==> src/rtl/bnn_frame_ctrl_pkg.sv <==
// Shared types and net16 geometry for the BNN frame sequencing controller.
// Imported by the interface, the argmax scanner and the top bnn_frame_ctrl.
package bnn_ctrl_pkg;

  localparam int NET16_ROWS    = 16;
  localparam int NET16_COLS    = 16;
  localparam int NET16_NCLASS  = 4;
  localparam int NET16_SCORE_W = 7;

  typedef logic [NET16_NCLASS-1:0][NET16_SCORE_W-1:0] score_vec_t;

  typedef enum logic [1:0] {
    LOAD,
    SETTLE,
    SCAN,
    OUT
  } ctrl_state_e;

endpackage

==> src/rtl/bnn_frame_ctrl_if.sv <==
// Row-stream and result handshakes of bnn_frame_ctrl bundled as one interface.
// The slave modport is the controller side; master is the producer/consumer side.
interface bnn_frame_ctrl_if
  import bnn_ctrl_pkg::*;
#(
  parameter int COLS    = NET16_COLS,
  parameter int N_CLASS = NET16_NCLASS,
  parameter int SCORE_W = NET16_SCORE_W,
  parameter int CLASS_W = (N_CLASS > 1) ? $clog2(N_CLASS) : 1
);

  logic                            row_valid_i;
  logic                            row_ready_o;
  logic [COLS-1:0]                 row_data_i;
  logic                            res_valid_o;
  logic                            res_ready_i;
  logic [N_CLASS-1:0][SCORE_W-1:0] res_scores_o;
  logic [CLASS_W-1:0]              res_class_o;

  modport slave (
    input  row_valid_i, row_data_i, res_ready_i,
    output row_ready_o, res_valid_o, res_scores_o, res_class_o
  );

  modport master (
    output row_valid_i, row_data_i, res_ready_i,
    input  row_ready_o, res_valid_o, res_scores_o, res_class_o
  );

endinterface

==> src/rtl/bnn_frame_ctrl_argmax_seq.sv <==
// Sequential argmax: while run_i is high, examines one score per cycle and
// publishes the winning index when the last score has been examined.
module bnn_argmax_seq
  import bnn_ctrl_pkg::*;
#(
  parameter int N_CLASS = NET16_NCLASS,
  parameter int SCORE_W = NET16_SCORE_W,
  parameter int CLASS_W = (N_CLASS > 1) ? $clog2(N_CLASS) : 1
) (
  input  logic                            clk_i,
  input  logic                            rst_i,
  input  logic                            clear_i,
  input  logic                            run_i,
  input  logic [N_CLASS-1:0][SCORE_W-1:0] scores_i,
  output logic                            done_o,
  output logic [CLASS_W-1:0]              class_o
);

  localparam logic [CLASS_W-1:0] LAST_IDX = CLASS_W'(N_CLASS - 1);

  logic [CLASS_W-1:0] idx_q, idx_d;
  logic [CLASS_W-1:0] best_idx_q, best_idx_d;
  logic [SCORE_W-1:0] best_q, best_d;
  logic [CLASS_W-1:0] class_q, class_d;
  logic [SCORE_W-1:0] cand;
  logic               take;

  // Index 0 always seeds the running best; later ones need strictly greater,
  // so ties stay with the lowest index.
  always_comb begin
    cand       = scores_i[idx_q];
    take       = (idx_q == '0) || (cand > best_q);
    done_o     = run_i && (idx_q == LAST_IDX);
    idx_d      = idx_q;
    best_d     = best_q;
    best_idx_d = best_idx_q;
    class_d    = class_q;
    if (clear_i) begin
      idx_d = '0;
    end else if (run_i) begin
      if (take) begin
        best_d     = cand;
        best_idx_d = idx_q;
      end
      if (idx_q == LAST_IDX) begin
        idx_d   = '0;
        class_d = take ? idx_q : best_idx_q;
      end else begin
        idx_d = idx_q + CLASS_W'(1);
      end
    end
  end

  always_ff @(posedge clk_i) begin
    if (rst_i) begin
      idx_q      <= '0;
      best_q     <= '0;
      best_idx_q <= '0;
      class_q    <= '0;
    end else begin
      idx_q      <= idx_d;
      best_q     <= best_d;
      best_idx_q <= best_idx_d;
      class_q    <= class_d;
    end
  end

  assign class_o = class_q;

endmodule

==> src/rtl/bnn_frame_ctrl.sv <==
// Frame sequencer for the combinational net16 BNN: load rows, settle, scan, return.
// Optional frame counter on perf_frames_o enabled by BNN_FRAME_CTRL_PERF_EN.
module bnn_frame_ctrl
  import bnn_ctrl_pkg::*;
#(
  parameter int ROWS          = NET16_ROWS,
  parameter int COLS          = NET16_COLS,
  parameter int N_CLASS       = NET16_NCLASS,
  parameter int SCORE_W       = NET16_SCORE_W,
  parameter int SETTLE_CYCLES = 4,
  parameter int CLASS_W       = (N_CLASS > 1) ? $clog2(N_CLASS) : 1
) (
  input  logic                            clk_i,
  input  logic                            rst_i,
  input  logic                            clear_i,
  bnn_frame_ctrl_if.slave                 bus_if,
  output logic [0:0][ROWS-1:0][COLS-1:0]  net_frame_o,
  input  logic [N_CLASS-1:0][SCORE_W-1:0] net_scores_i,
  output logic                            cfg_lock_o,
  output logic                            busy_o,
  output logic [15:0]                     perf_frames_o
);

  localparam int ROW_W = (ROWS > 1) ? $clog2(ROWS) : 1;
  localparam int SET_W = (SETTLE_CYCLES > 1) ? $clog2(SETTLE_CYCLES) : 1;
  localparam logic [ROW_W-1:0] LAST_ROW    = ROW_W'(ROWS - 1);
  localparam logic [SET_W-1:0] LAST_SETTLE = SET_W'(SETTLE_CYCLES - 1);

  ctrl_state_e                     state_q, state_d;
  logic [ROW_W-1:0]                row_cnt_q, row_cnt_d;
  logic [SET_W-1:0]                settle_q, settle_d;
  logic [ROWS-1:0][COLS-1:0]       frame_q, frame_d;
  logic [N_CLASS-1:0][SCORE_W-1:0] scores_q, scores_d;
  logic                            row_ready, row_fire;
  logic                            res_valid, res_fire;
  logic                            scan_run, scan_done;
  logic [CLASS_W-1:0]              class_w;

  assign row_ready = (state_q == LOAD) && !clear_i;
  assign row_fire  = row_ready && bus_if.row_valid_i;
  assign res_valid = (state_q == OUT);
  assign res_fire  = res_valid && bus_if.res_ready_i && !clear_i;
  assign scan_run  = (state_q == SCAN);

  // clear_i overrides every transition but leaves the frame and captured scores intact.
  always_comb begin
    state_d   = state_q;
    row_cnt_d = row_cnt_q;
    settle_d  = settle_q;
    frame_d   = frame_q;
    scores_d  = scores_q;
    unique case (state_q)
      LOAD: begin
        if (row_fire) begin
          frame_d[row_cnt_q] = bus_if.row_data_i;
          if (row_cnt_q == LAST_ROW) begin
            row_cnt_d = '0;
            state_d   = SETTLE;
          end else begin
            row_cnt_d = row_cnt_q + ROW_W'(1);
          end
        end
      end
      SETTLE: begin
        if (settle_q == LAST_SETTLE) begin
          settle_d = '0;
          scores_d = net_scores_i;
          state_d  = SCAN;
        end else begin
          settle_d = settle_q + SET_W'(1);
        end
      end
      SCAN: begin
        if (scan_done) state_d = OUT;
      end
      OUT: begin
        if (res_fire) state_d = LOAD;
      end
      default: state_d = LOAD;
    endcase
    if (clear_i) begin
      state_d   = LOAD;
      row_cnt_d = '0;
      settle_d  = '0;
      frame_d   = frame_q;
      scores_d  = scores_q;
    end
  end

  always_ff @(posedge clk_i) begin
    if (rst_i) begin
      state_q   <= LOAD;
      row_cnt_q <= '0;
      settle_q  <= '0;
      frame_q   <= '0;
      scores_q  <= '0;
    end else begin
      state_q   <= state_d;
      row_cnt_q <= row_cnt_d;
      settle_q  <= settle_d;
      frame_q   <= frame_d;
      scores_q  <= scores_d;
    end
  end

  bnn_argmax_seq #(
    .N_CLASS (N_CLASS),
    .SCORE_W (SCORE_W),
    .CLASS_W (CLASS_W)
  ) u_argmax (
    .clk_i    (clk_i),
    .rst_i    (rst_i),
    .clear_i  (clear_i),
    .run_i    (scan_run),
    .scores_i (scores_q),
    .done_o   (scan_done),
    .class_o  (class_w)
  );

  assign bus_if.row_ready_o  = row_ready;
  assign bus_if.res_valid_o  = res_valid;
  assign bus_if.res_scores_o = scores_q;
  assign bus_if.res_class_o  = class_w;
  assign net_frame_o[0]      = frame_q;
  assign cfg_lock_o          = (state_q == SETTLE) || (state_q == SCAN);
  assign busy_o              = (state_q != LOAD);

`ifdef BNN_FRAME_CTRL_PERF_EN
  logic [15:0] perf_q;

  // Saturating count of consumed results; only a hard reset clears it.
  always_ff @(posedge clk_i) begin
    if (rst_i) begin
      perf_q <= '0;
    end else if (res_fire && (perf_q != 16'hFFFF)) begin
      perf_q <= perf_q + 16'd1;
    end
  end

  assign perf_frames_o = perf_q;
`else
  assign perf_frames_o = '0;
`endif

endmodule
==> src/flat_wrapper.sv <==
// flat-port wrapper written by rule: the top's interface ports become plain ports
module bnn_frame_ctrl_flat import bnn_ctrl_pkg::*;
#(
  parameter int ROWS          = NET16_ROWS,
  parameter int COLS          = NET16_COLS,
  parameter int N_CLASS       = NET16_NCLASS,
  parameter int SCORE_W       = NET16_SCORE_W,
  parameter int SETTLE_CYCLES = 4,
  parameter int CLASS_W       = (N_CLASS > 1) ? $clog2(N_CLASS) : 1
)
  (clk_i, rst_i, clear_i, net_frame_o, net_scores_i, cfg_lock_o, busy_o, perf_frames_o, bus_if_row_valid_i, bus_if_row_data_i, bus_if_res_ready_i, bus_if_row_ready_o, bus_if_res_valid_o, bus_if_res_scores_o, bus_if_res_class_o);
  bnn_frame_ctrl_if #(.COLS(COLS), .N_CLASS(N_CLASS), .SCORE_W(SCORE_W), .CLASS_W(CLASS_W)) bus_if_i ();
  input  logic clk_i;
  input  logic rst_i;
  input  logic clear_i;
  output logic [0:0][ROWS-1:0][COLS-1:0] net_frame_o;
  input  logic [N_CLASS-1:0][SCORE_W-1:0] net_scores_i;
  output logic cfg_lock_o;
  output logic busy_o;
  output logic [15:0] perf_frames_o;
  input wire logic [$bits(bus_if_i.row_valid_i)-1:0] bus_if_row_valid_i;
  input wire logic [$bits(bus_if_i.row_data_i)-1:0] bus_if_row_data_i;
  input wire logic [$bits(bus_if_i.res_ready_i)-1:0] bus_if_res_ready_i;
  output wire logic [$bits(bus_if_i.row_ready_o)-1:0] bus_if_row_ready_o;
  output wire logic [$bits(bus_if_i.res_valid_o)-1:0] bus_if_res_valid_o;
  output wire logic [$bits(bus_if_i.res_scores_o)-1:0] bus_if_res_scores_o;
  output wire logic [$bits(bus_if_i.res_class_o)-1:0] bus_if_res_class_o;
  assign bus_if_i.row_valid_i = bus_if_row_valid_i;
  assign bus_if_i.row_data_i = bus_if_row_data_i;
  assign bus_if_i.res_ready_i = bus_if_res_ready_i;
  assign bus_if_row_ready_o = bus_if_i.row_ready_o;
  assign bus_if_res_valid_o = bus_if_i.res_valid_o;
  assign bus_if_res_scores_o = bus_if_i.res_scores_o;
  assign bus_if_res_class_o = bus_if_i.res_class_o;
  bnn_frame_ctrl #(.ROWS(ROWS), .COLS(COLS), .N_CLASS(N_CLASS), .SCORE_W(SCORE_W), .SETTLE_CYCLES(SETTLE_CYCLES), .CLASS_W(CLASS_W)) u_core (.clk_i(clk_i), .rst_i(rst_i), .clear_i(clear_i), .bus_if(bus_if_i), .net_frame_o(net_frame_o), .net_scores_i(net_scores_i), .cfg_lock_o(cfg_lock_o), .busy_o(busy_o), .perf_frames_o(perf_frames_o));
endmodule
==> config.mk <==
export PLATFORM = sky130hd
export DESIGN_NAME = bnn_frame_ctrl_flat
export DESIGN_NICKNAME = d
export VERILOG_FILES = /design/src/rtl/bnn_frame_ctrl_pkg.sv /design/src/rtl/bnn_frame_ctrl_if.sv /design/src/rtl/bnn_frame_ctrl_argmax_seq.sv /design/src/rtl/bnn_frame_ctrl.sv /design/src/flat_wrapper.sv
export SDC_FILE = /design/constraint.sdc
export NUM_CORES = 1
export LEC_CHECK = 0
export CORE_MARGIN = 3
export CORE_UTILIZATION = 40
export DETAILED_ROUTE_END_ITERATION = 6
export PLACE_DENSITY = 0.76
export SLEW_MARGIN = 5
export SYNTH_ARGS = -nofsm -noshare
export SYNTH_HDL_FRONTEND = slang
export SYNTH_HIERARCHICAL = 1
export SYNTH_SLANG_ARGS = --single-unit
==> constraint.sdc <==
create_clock -name clk_i -period 3.1 [get_ports clk_i]
set_clock_uncertainty 0.05 [all_clocks]
set_input_delay 0.62 -clock clk_i [delete_from_list [all_inputs] [get_ports clk_i]]
set_output_delay 0.62 -clock clk_i [all_outputs]
set_load 0.05 [all_outputs]
Word level (Yosys, flattened, before mapping). Index checks and enable logic that the tools add are counted.

Register bits: 305. Word-level logic and storage cells: 81. Output and inout port bits: 306. Input port bits: 49.

Reduce and logical (&&, ||, !) cells: 20. Multiplexer cells: 15. $add $sub $neg: 3. Bitwise gates (word level): 1. Eq/ne operators: 11. Magnitude comparators: 4.

Operator list (count): 256-bit bitwise mux (1); 16-bit demux with 4-bit select (1); 16-bit two-way mux (1); 2-bit two-way mux (8); 7-bit binary-select mux with 2-bit select (1); 3-bit AND reduction (4); 2-bit == test, second input constant (4); 2-bit case mux with 4 select lines (1); 7-bit > comparator (1); 7-bit two-way mux (1); 1-bit logical AND (6); 2-bit by 1-bit != test with 1-bit output, second input constant (3); 4-bit by 5-bit less-than comparator with 1-bit output, second input constant (1); 5-bit AND reduction (1); 2-bit by 1-bit adder with 2-bit output, second input constant (2); 4-bit by 1-bit adder with 4-bit output, second input constant (1); 4-bit == test, second input constant (1); 4-bit by 1-bit >= comparator with 1-bit output, second input constant (1); 2-bit zero test (2); 4-bit two-way mux (1); 2-bit != test, second input constant (2); 2-bit AND reduction (2); 2-bit by 3-bit less-than comparator with 1-bit output, second input constant (1); 2-bit by 1-bit == test with 1-bit output, second input constant (1); other kinds (5) (6).

Longest topological paths before layout. Gate-level depths: netlist of run 1.

Depth in word-level cells: 5. Depth in mapped cells: 10. Gate-level depth less buffers: 8.

By module. The synthesis of run 1 kept the hierarchy.

By module, submodules not included: bnn_frame_ctrl (times used 1, sequential area each 5845.6 um^2, cells an instance 1363, area each 10800.4 um^2); bnn_argmax_seq (times used 1, sequential area each 260.2 um^2, cells an instance 103, area each 953.4 um^2).

Least setup slack after synthesis of run 1. No wires, ideal clock.

Path type: reg2reg. Start: reg u_core.u_argmax.idx_q[0]. End: reg u_core.u_argmax.class_q[1], in the netlist u_core/u_argmax/class_o[1]. Cell stages (with the launch flop): 10. Library setup time: 0.088 ns. Slack: 0.368 ns. Clock period less this slack: 2.732 ns. Arrival: 2.593 ns. Data required time: 2.962 ns. Path through: dfxtp_1 buf_2 mux4_2 ha_1 nand4_1 a21oi_1 o22a_1 buf_6 mux2_4 a311oi_2.

Word-level cells in the longest chain between the ends: 5. Elaborated cells between the ends (all ways): 8. Classes of those cells: order compare: 1; eq/ne: 1; mux: 3; reduce/logical: 3.

RTL lines: from (decl) (RTL line bnn_frame_ctrl_argmax_seq.sv:21) `logic [CLASS_W-1:0] idx_q, idx_d;`; from (signal assigned) (RTL line bnn_frame_ctrl_argmax_seq.sv:61) `idx_q <= idx_d;`; 7-bit binary-select mux with 2-bit select (RTL line bnn_frame_ctrl_argmax_seq.sv:31) `cand = scores_i[idx_q];`; 7-bit two-way mux (implied by the code) (RTL line bnn_frame_ctrl_argmax_seq.sv:31); net u_core.u_argmax.cand[6] (RTL line bnn_frame_ctrl_argmax_seq.sv:25) `logic [SCORE_W-1:0] cand;`; 7-bit > comparator (RTL line bnn_frame_ctrl_argmax_seq.sv:32) `take = (idx_q == '0) || (cand > best_q);`; 1-bit logical OR (RTL line bnn_frame_ctrl_argmax_seq.sv:32); 2-bit two-way mux; to (signal assigned) (RTL line bnn_frame_ctrl_argmax_seq.sv:64) `class_q <= class_d;`; to (decl) (RTL line bnn_frame_ctrl_argmax_seq.sv:24) `logic [CLASS_W-1:0] class_q, class_d;`.

The timed path passes the listed nets, and every way through them passes these cells. The select of a mux whose other input is x is not followed. A chain may end at the register's enable or synchronous reset.

Worst setup path in the final report of run 1.
Start: reg u_core.state_q[0]. End: out cfg_lock_o.

Word-level cells in the longest chain between the ends: 2. Elaborated cells between the ends (all ways): 3. Classes of those cells: eq/ne: 2; reduce/logical: 1.

RTL lines: from (decl) (RTL line bnn_frame_ctrl.sv:29) `ctrl_state_e state_q, state_d;`; from (signal assigned) (RTL line bnn_frame_ctrl.sv:98) `state_q <= state_d;`; 2-bit by 1-bit == test with 1-bit output / 2-bit == test (equally long branches) (RTL line bnn_frame_ctrl.sv:125) `assign cfg_lock_o = (state_q == SETTLE) || (state_q == SCAN);`; 1-bit logical OR * (RTL line bnn_frame_ctrl.sv:125); to (decl) (RTL line flat_wrapper.sv:18) `output logic cfg_lock_o;`.

Mark *: on every way between the ends. The rest lies on a longest branch, timed or not.

==> results of run 1 <==
[metrics by stage]
step                setup WS [ns]  hold WS [ns]  instances  power (mW)
CTS                         0.187         0.404       2172        8.23
floorplan                   0.368         0.394       1481        4.28
global placement            0.315         0.391       2115        4.44
global route                0.124         0.418       2172        8.41
finish                      0.213         0.403       2172        8.18
detailed placement          0.212         0.396       2115        4.44
[cells by family (layout without fill, tap and decap cells)]
group,count (synthesis),in the layout,share of synthesized area
AND/OR/NAND/NOR,653,653,0.235
multiplexers,12,12,0.0182
other,1,16,0.000319
adder cells (fa/ha/maj),18,18,0.0192
XOR/XNOR,3,3,0.00224
buffers and inverters,151,458,0.0630
flip-flops,305,305,0.519
AO/OA/AOI/OAI,323,323,0.142
[report_power, final]
group          internal, mW  switching (mW)
clock                  2.24            1.58
combinational         0.120           0.299
sequential             3.93         0.00713
[per-layer routing]
layer	track usage	wire, µm
met5	0	13
met2	0.401	18900
met4	0.0952	1620
met1	0.290	15500
met3	0.0441	3020
[layout by cell type, fill, tap and decap left out, types with 3 or more instances in the layout]
cell type	netlist	layout
nor2b_1	3	3
nand2_1	575	575
nand4_1	3	3
nand3_1	16	16
bufinv_16	0	3
nor2_2	11	11
clkdlybuf4s50_1	0	336
clkbuf_8	0	7
nand2b_1	3	3
nand3_2	4	4
nand4b_4	4	4
clkbuf_16	0	31
conb_1	1	16
dfxtp_1	305	304
o211ai_1	9	9
mux4_2	7	7
a21oi_1	304	304
clkbuf_1	71	9
inv_1	17	17
buf_12	0	3
or2_1	3	3
mux2i_1	3	3
nand3_4	4	4
buf_4	23	44
nor3_1	5	5
ha_1	18	18
nor2_1	9	9
nor3_2	3	3
clkinv_2	0	5
[final cells by class]
type,instances,area share
flip-flops and latches,305,0.372
multi-input cells,1025,0.302
repair buffers,384,0.229
clock buffers,46,0.0543
well taps,384,0.0293
clock inverters,11,0.00922
inverters,17,0.00388
[worst register-to-register path, delay by kind of cell, from the launching register on]
kind,cells,cell delay (ns)
muxes,2,0.92
AOI/OAI and AO/OA,3,0.76
DFF,1,0.47
adders and majority gates,1,0.34
and+or+nand+nor,1,0.16
[timing repair]
action / 4_1_cts / 5_1_grt
hold buffers: 0 / 0
gates resized for setup: 0 / 1
setup endpoints to repair: 0 / 1
[sequential cells by signal, summed over array words and instances (netlist names)]
register                    cells
u_core/net_frame_o            256
u_core/settle_q                 2
u_core/u_argmax/best_idx_q      2
u_core/u_argmax/best_q          7
u_core/state_q                  2
u_core/row_cnt_q                4
u_core/u_argmax/idx_q           2
u_core/bus_if.res_scores_o     28
u_core/u_argmax/class_o         2
[how the worst max path moves through the flow]
stage                                             to  slack, ns  depth (start not counted)
final                                     cfg_lock_o       0.21                          3
after global routing                      cfg_lock_o       0.12                          3
after detailed placement  u_core/u_argmax/class_o[0]       0.21                          7
after CTS                 u_core/u_argmax/class_o[0]       0.19                          7
after global placement    u_core/u_argmax/class_o[0]       0.31                          7
after floorplan           u_core/u_argmax/class_o[1]       0.37                          9
==> reports/results.txt, run 1 <==
setup bufs post-CTS -> 0
Crit-path slowest cell -> clkdlybuf4s50_1
mapped cell area -> 0.0118 mm²
top post-synthesis cells by count -> nand2_1, dfxtp_1, a21oi_1, clkbuf_1, buf_2
CTS tree -> built
largest net degree at the start of global routing -> 112
power per cell area -> 498 mW/mm²
Storage cell area -> 0.00611 mm²
Synth top area share -> 0.519
Worst setup EP type -> output port
CP max stage delay -> 0.88 ns
Post-Synthesis Cells -> 1466
layout cells sized above 1 -> 0.0772
clk buf depth -> 3
Final setup violation count -> 0
CP Launch Type -> flop
Crit Reg-Reg Endpoint -> u_core/u_argmax/class_o[0]
GP Congestion -> 0.852
Worst Hold End -> u_core/net_frame_o[156]
Synth Flop Type -> dfxtp_1
die area -> 0.0315 mm²
static leakage -> 5.41 nW
EDFF count, synth -> 0
diode count -> 0
DR WL/cell -> 18.0 µm
CP top delay family -> buffers and inverters
antenna violations before repair -> 1
Max-slew headroom -> 0.492
Core Region -> 0.0289 mm²
total track usage -> 0.235
FF-to-FF setup slack -> 0.31 ns
FILL cells -> 2582
row count -> 62
Sink Count -> 305
worst r2r src -> u_core/u_argmax/idx_q[0]
Area contributors post-synth -> dfxtp_1, nand2_1, a21oi_1
Async S/R FF share, synth -> 0
reg2reg path depth -> 7
synth warn -> 6
total negative slack -> 0 ns
f_max -> 346 MHz
status -> finished clean
WL final -> 39.1 mm
Crit path buffers/inverters -> 2
area of the multi-input gates -> 0.00496 mm²
port bufs -> 338
nets -> 1831
Die X -> 177 µm
Setup crit start -> u_core/state_q[0]
post-synthesis sequential area ratio -> 0.519
worst path cell trace -> inv_1 -> ha_1 -> clkdlybuf4s50_1
Avg Cell Area, Syn -> 8.02 µm²
grt ovf -> 0
WP data required -> 2.43 ns
CP Class -> reg -> out
CTS buffer count -> 31
Hold WC Path Type -> reg -> reg
Detail Route Antenna Nets -> 0
Final Hold Viols -> 0
# DRC -> 0
htree depth -> 1
drt via density -> 5.06
first-pass GRT wire length -> 58.6 mm
Netlist cell types -> 46
largest fanout on the critical path -> 4
HPWL after detailed placement -> 26.3 mm
vias in the first global route -> 10300
dpl cell area -> 0.0154 mm²
Yosys top cell by area -> dfxtp_1
Final Max Slew Viols -> 0
maximum VDD drop -> 0.502 mV
root buffer cell -> clkbuf_16
initial detailed-routing violation count -> 735
hold path startpoint -> u_core/net_frame_o[156]
clk_lat worst skew -> 0.57 ns
DIE HEIGHT -> 177 µm
fin util -> 0.569
Initial Util -> 0.407
top-count cell post-synth -> nand2_1
First-pass DRT Iterations -> 6
fin crit period -> 2.89 ns
Yosys reg bits -> 305
Worst Hold Depth -> 2
DR vias -> 11000
I/O pin cnt -> 355
Crit path arrival time -> 2.22 ns
P&R area growth vs syn -> 39.7%
worst-margin pin slew -> 0.762 ns
Max Cap Viol -> 0
crit share post-route -> 0.931
clk slew on worst S/H paths -> 0.06 ns
RSZ-0062 raised after global routing -> no
fin area -> 0.0164 mm²
Note: power is estimated with default switching activity, not from simulation.
==> run 2: changes to the inputs <==
--- a/config.mk
+++ b/config.mk
@@ -8,7 +8,7 @@
 export CORE_MARGIN = 3
 export CORE_UTILIZATION = 40
 export DETAILED_ROUTE_END_ITERATION = 6
-export PLACE_DENSITY = 0.76
+export PLACE_DENSITY = 0.79
 export SLEW_MARGIN = 5
 export SYNTH_ARGS = -nofsm -noshare
 export SYNTH_HDL_FRONTEND = slang
==> constraint.sdc (replaced) <==
create_clock -name clk_i -period 2.5 [get_ports clk_i]
set_clock_uncertainty 0.05 [all_clocks]
set_input_delay 0.5 -clock clk_i [delete_from_list [all_inputs] [get_ports clk_i]]
set_output_delay 0.5 -clock clk_i [all_outputs]
set_load 0.05 [all_outputs]
==> run 2 against run 1 <==
The flow now finishes with violations (negative setup slack). Sequential power increased by 24%. Final cell count is 1.1% higher. Clock power grew 33%. Global-route usage is 0.48 points higher. Design area grew 2.0%. Count of clock-buffer cells in the layout increased by 1. Critical endpoint is now u_core/u_argmax/class_o[1]. Largest cell class unchanged.
==> reports/results.txt, run 2 (synthesized netlist as in run 1, its figures left out) <==
status -> finished with violations
failing checks -> negative setup slack
CP max stage delay -> 0.56 ns
FILL cells -> 2531
cts hold-fix bufs -> 0
Storage cell area -> 0.00611 mm²
Detail Route Antenna Nets -> 0
Final setup violation count -> 2
fin area -> 0.0167 mm²
I/O pin cnt -> 355
Crit Reg-Reg Endpoint -> u_core/u_argmax/class_o[1]
area of the multi-input gates -> 0.00504 mm²
Crit path buffers/inverters -> 2
nets -> 1851
Final WS setup -> -0.0761 ns
most common cell after layout, fill and taps aside -> nand2_1
row count -> 62
largest fanout on the critical path -> 8
CTS tree -> built
HPWL after detailed placement -> 27.4 mm
vias in the first global route -> 10500
DR WL/cell -> 18.5 µm
WP data required -> 2.86 ns
static leakage -> 5.57 nW
fin crit period -> 2.58 ns
clk slew on worst S/H paths -> 0.06 ns
Hold WC Path Type -> reg -> reg
antenna violations before repair -> 1
Sink Count -> 305
CP top delay family -> multiplexers
Initial Util -> 0.407
root buffer cell -> clkbuf_16
Worst Hold End -> u_core/net_frame_o[172]
WL final -> 40.5 mm
clk buf depth -> 3
GP Congestion -> 0.829
layout cells sized above 1 -> 0.0961
First-pass DRT Iterations -> 6
f_max -> 388 MHz
reg2reg path depth -> 8
drt via density -> 5.14
Max Cap Viol -> 0
grt ovf -> 0
CP Class -> reg -> reg
htree depth -> 2
Max-slew headroom -> 0.520
Final Max Slew Viols -> 0
met1 Usage GRT -> 0.293
worst r2r src -> u_core/u_argmax/idx_q[0]
Crit path arrival time -> 2.94 ns
RSZ-0062 raised after global routing -> yes
critical path depth -> 8
largest net degree at the start of global routing -> 126
Core Region -> 0.0289 mm²
Worst setup EP type -> flop
maximum VDD drop -> 0.434 mV
clk_lat worst skew -> 0.50 ns
hold path startpoint -> u_core/net_frame_o[172]
DR vias -> 11300
power per cell area -> 627 mW/mm²
die area -> 0.0315 mm²
worst path cell trace -> mux4_2 -> ha_4 -> nand4_1 -> buf_4 -> o22a_1 -> buf_4 -> mux2_4 -> a311oi_2
Crit-path slowest cell -> mux4_2
initial detailed-routing violation count -> 899
CP Launch Type -> flop
FF-to-FF setup slack -> -0.08 ns
P&R area growth vs syn -> 42.5%
DIE HEIGHT -> 177 µm
Die X -> 177 µm
routing usage on met2 -> 0.402
most frequent cells in the layout -> nand2_1, clkdlybuf4s50_1, a21oi_1, dfxtp_1, buf_4
first-pass GRT wire length -> 59.1 mm
# DRC -> 0
Most common cell on crit path -> buf_4
dpl cell area -> 0.0155 mm²
Largest register FFs -> 256
GR Util met3 -> 0.0469
Worst Hold Depth -> 2
port bufs -> 338
crit share post-route -> 1.03
total negative slack -> -0.0822 ns
Final Hold Viols -> 0
layer with the highest usage -> met2
CTS buffer count -> 34
total track usage -> 0.239
worst-margin pin slew -> 0.720 ns
## run 2: cell types whose count changed in the layout (fill, tap and decap cells not counted), moves of 3 or more
cell / delta
ha_4: +4
clkdlybuf4s50_1: -3
inv_6: +4
clkbuf_16: +3
buf_4: +17
ha_1: -4
## run 2: timing repair
item	CTS	global route
cloned	0	0
setup buffers	3	1
setup endpoints to repair	7	8
gates resized for setup	5	5
pin swaps	4	2
## run 2: worst register-to-register path, stage by stage, from the launching register on
cell,delay (ns)
dfxtp_4,0.42
mux4_2,0.57
ha_4,0.30
nand4_1,0.14
buf_4,0.17
o22a_1,0.20
buf_4,0.16
mux2_4,0.29
a311oi_2,0.20
## run 2: worst max-delay path by stage
stage          slack, ns                         end                startpoint
2_1_floorplan    -0.0005  u_core/u_argmax/class_o[1]  u_core/u_argmax/idx_q[0]
3_3_place_gp       -0.08  u_core/u_argmax/class_o[0]  u_core/u_argmax/idx_q[0]
3_5_place_dp       -0.15  u_core/u_argmax/class_o[0]  u_core/u_argmax/idx_q[0]
4_1_cts            -0.07  u_core/u_argmax/class_o[1]  u_core/u_argmax/idx_q[0]
5_1_grt            -0.14  u_core/u_argmax/class_o[1]  u_core/u_argmax/idx_q[0]
6_report           -0.08  u_core/u_argmax/class_o[1]  u_core/u_argmax/idx_q[0]
## run 2: cell type report
class	count	share of cell area
antenna	1	0.000149
timing repair buffer	401	0.233
tap	384	0.0287
sequential	305	0.365
clock inverter	15	0.0120
multi-input combinational	1025	0.301
clock buffer	47	0.0561
inverter	17	0.00381
## run 2: metrics by stage
| step | setup slack [ns] | hold slack (ns) | power, mW | instances | utilization |
|---|---|---|---|---|---|
| 6_report | -0.0761 | 0.402 | 10.5 | 2195 | 0.580 |
| 5_1_grt | -0.144 | 0.415 | 10.8 | 2195 | 0.580 |
| 4_1_cts | -0.0697 | 0.404 | 10.6 | 2193 | 0.579 |
| 3_5_place_dp | -0.145 | 0.395 | 5.51 | 2128 | 0.538 |
| 3_3_place_gp | -0.0827 | 0.391 | 5.51 | 2128 | 0.538 |
| 2_1_floorplan | -0.000496 | 0.394 | 5.30 | 1481 | - |
## run 2: metal layers
layer,vias up,routed length (µm)
li1,5367,-
met1,5319,16000
met2,487,19600
met3,112,3000
met4,0,1990
met5,-,0
## run 2: report_power, final
| part | total [mW] | switching (mW) | internal (mW) | leakage (nW) |
|---|---|---|---|---|
| Combinational | 0.521 | 0.372 | 0.149 | 2.55 |
| Sequential | 4.88 | 0.00992 | 4.87 | 2.46 |
| Clock | 5.09 | 2.01 | 3.07 | 0.563 |
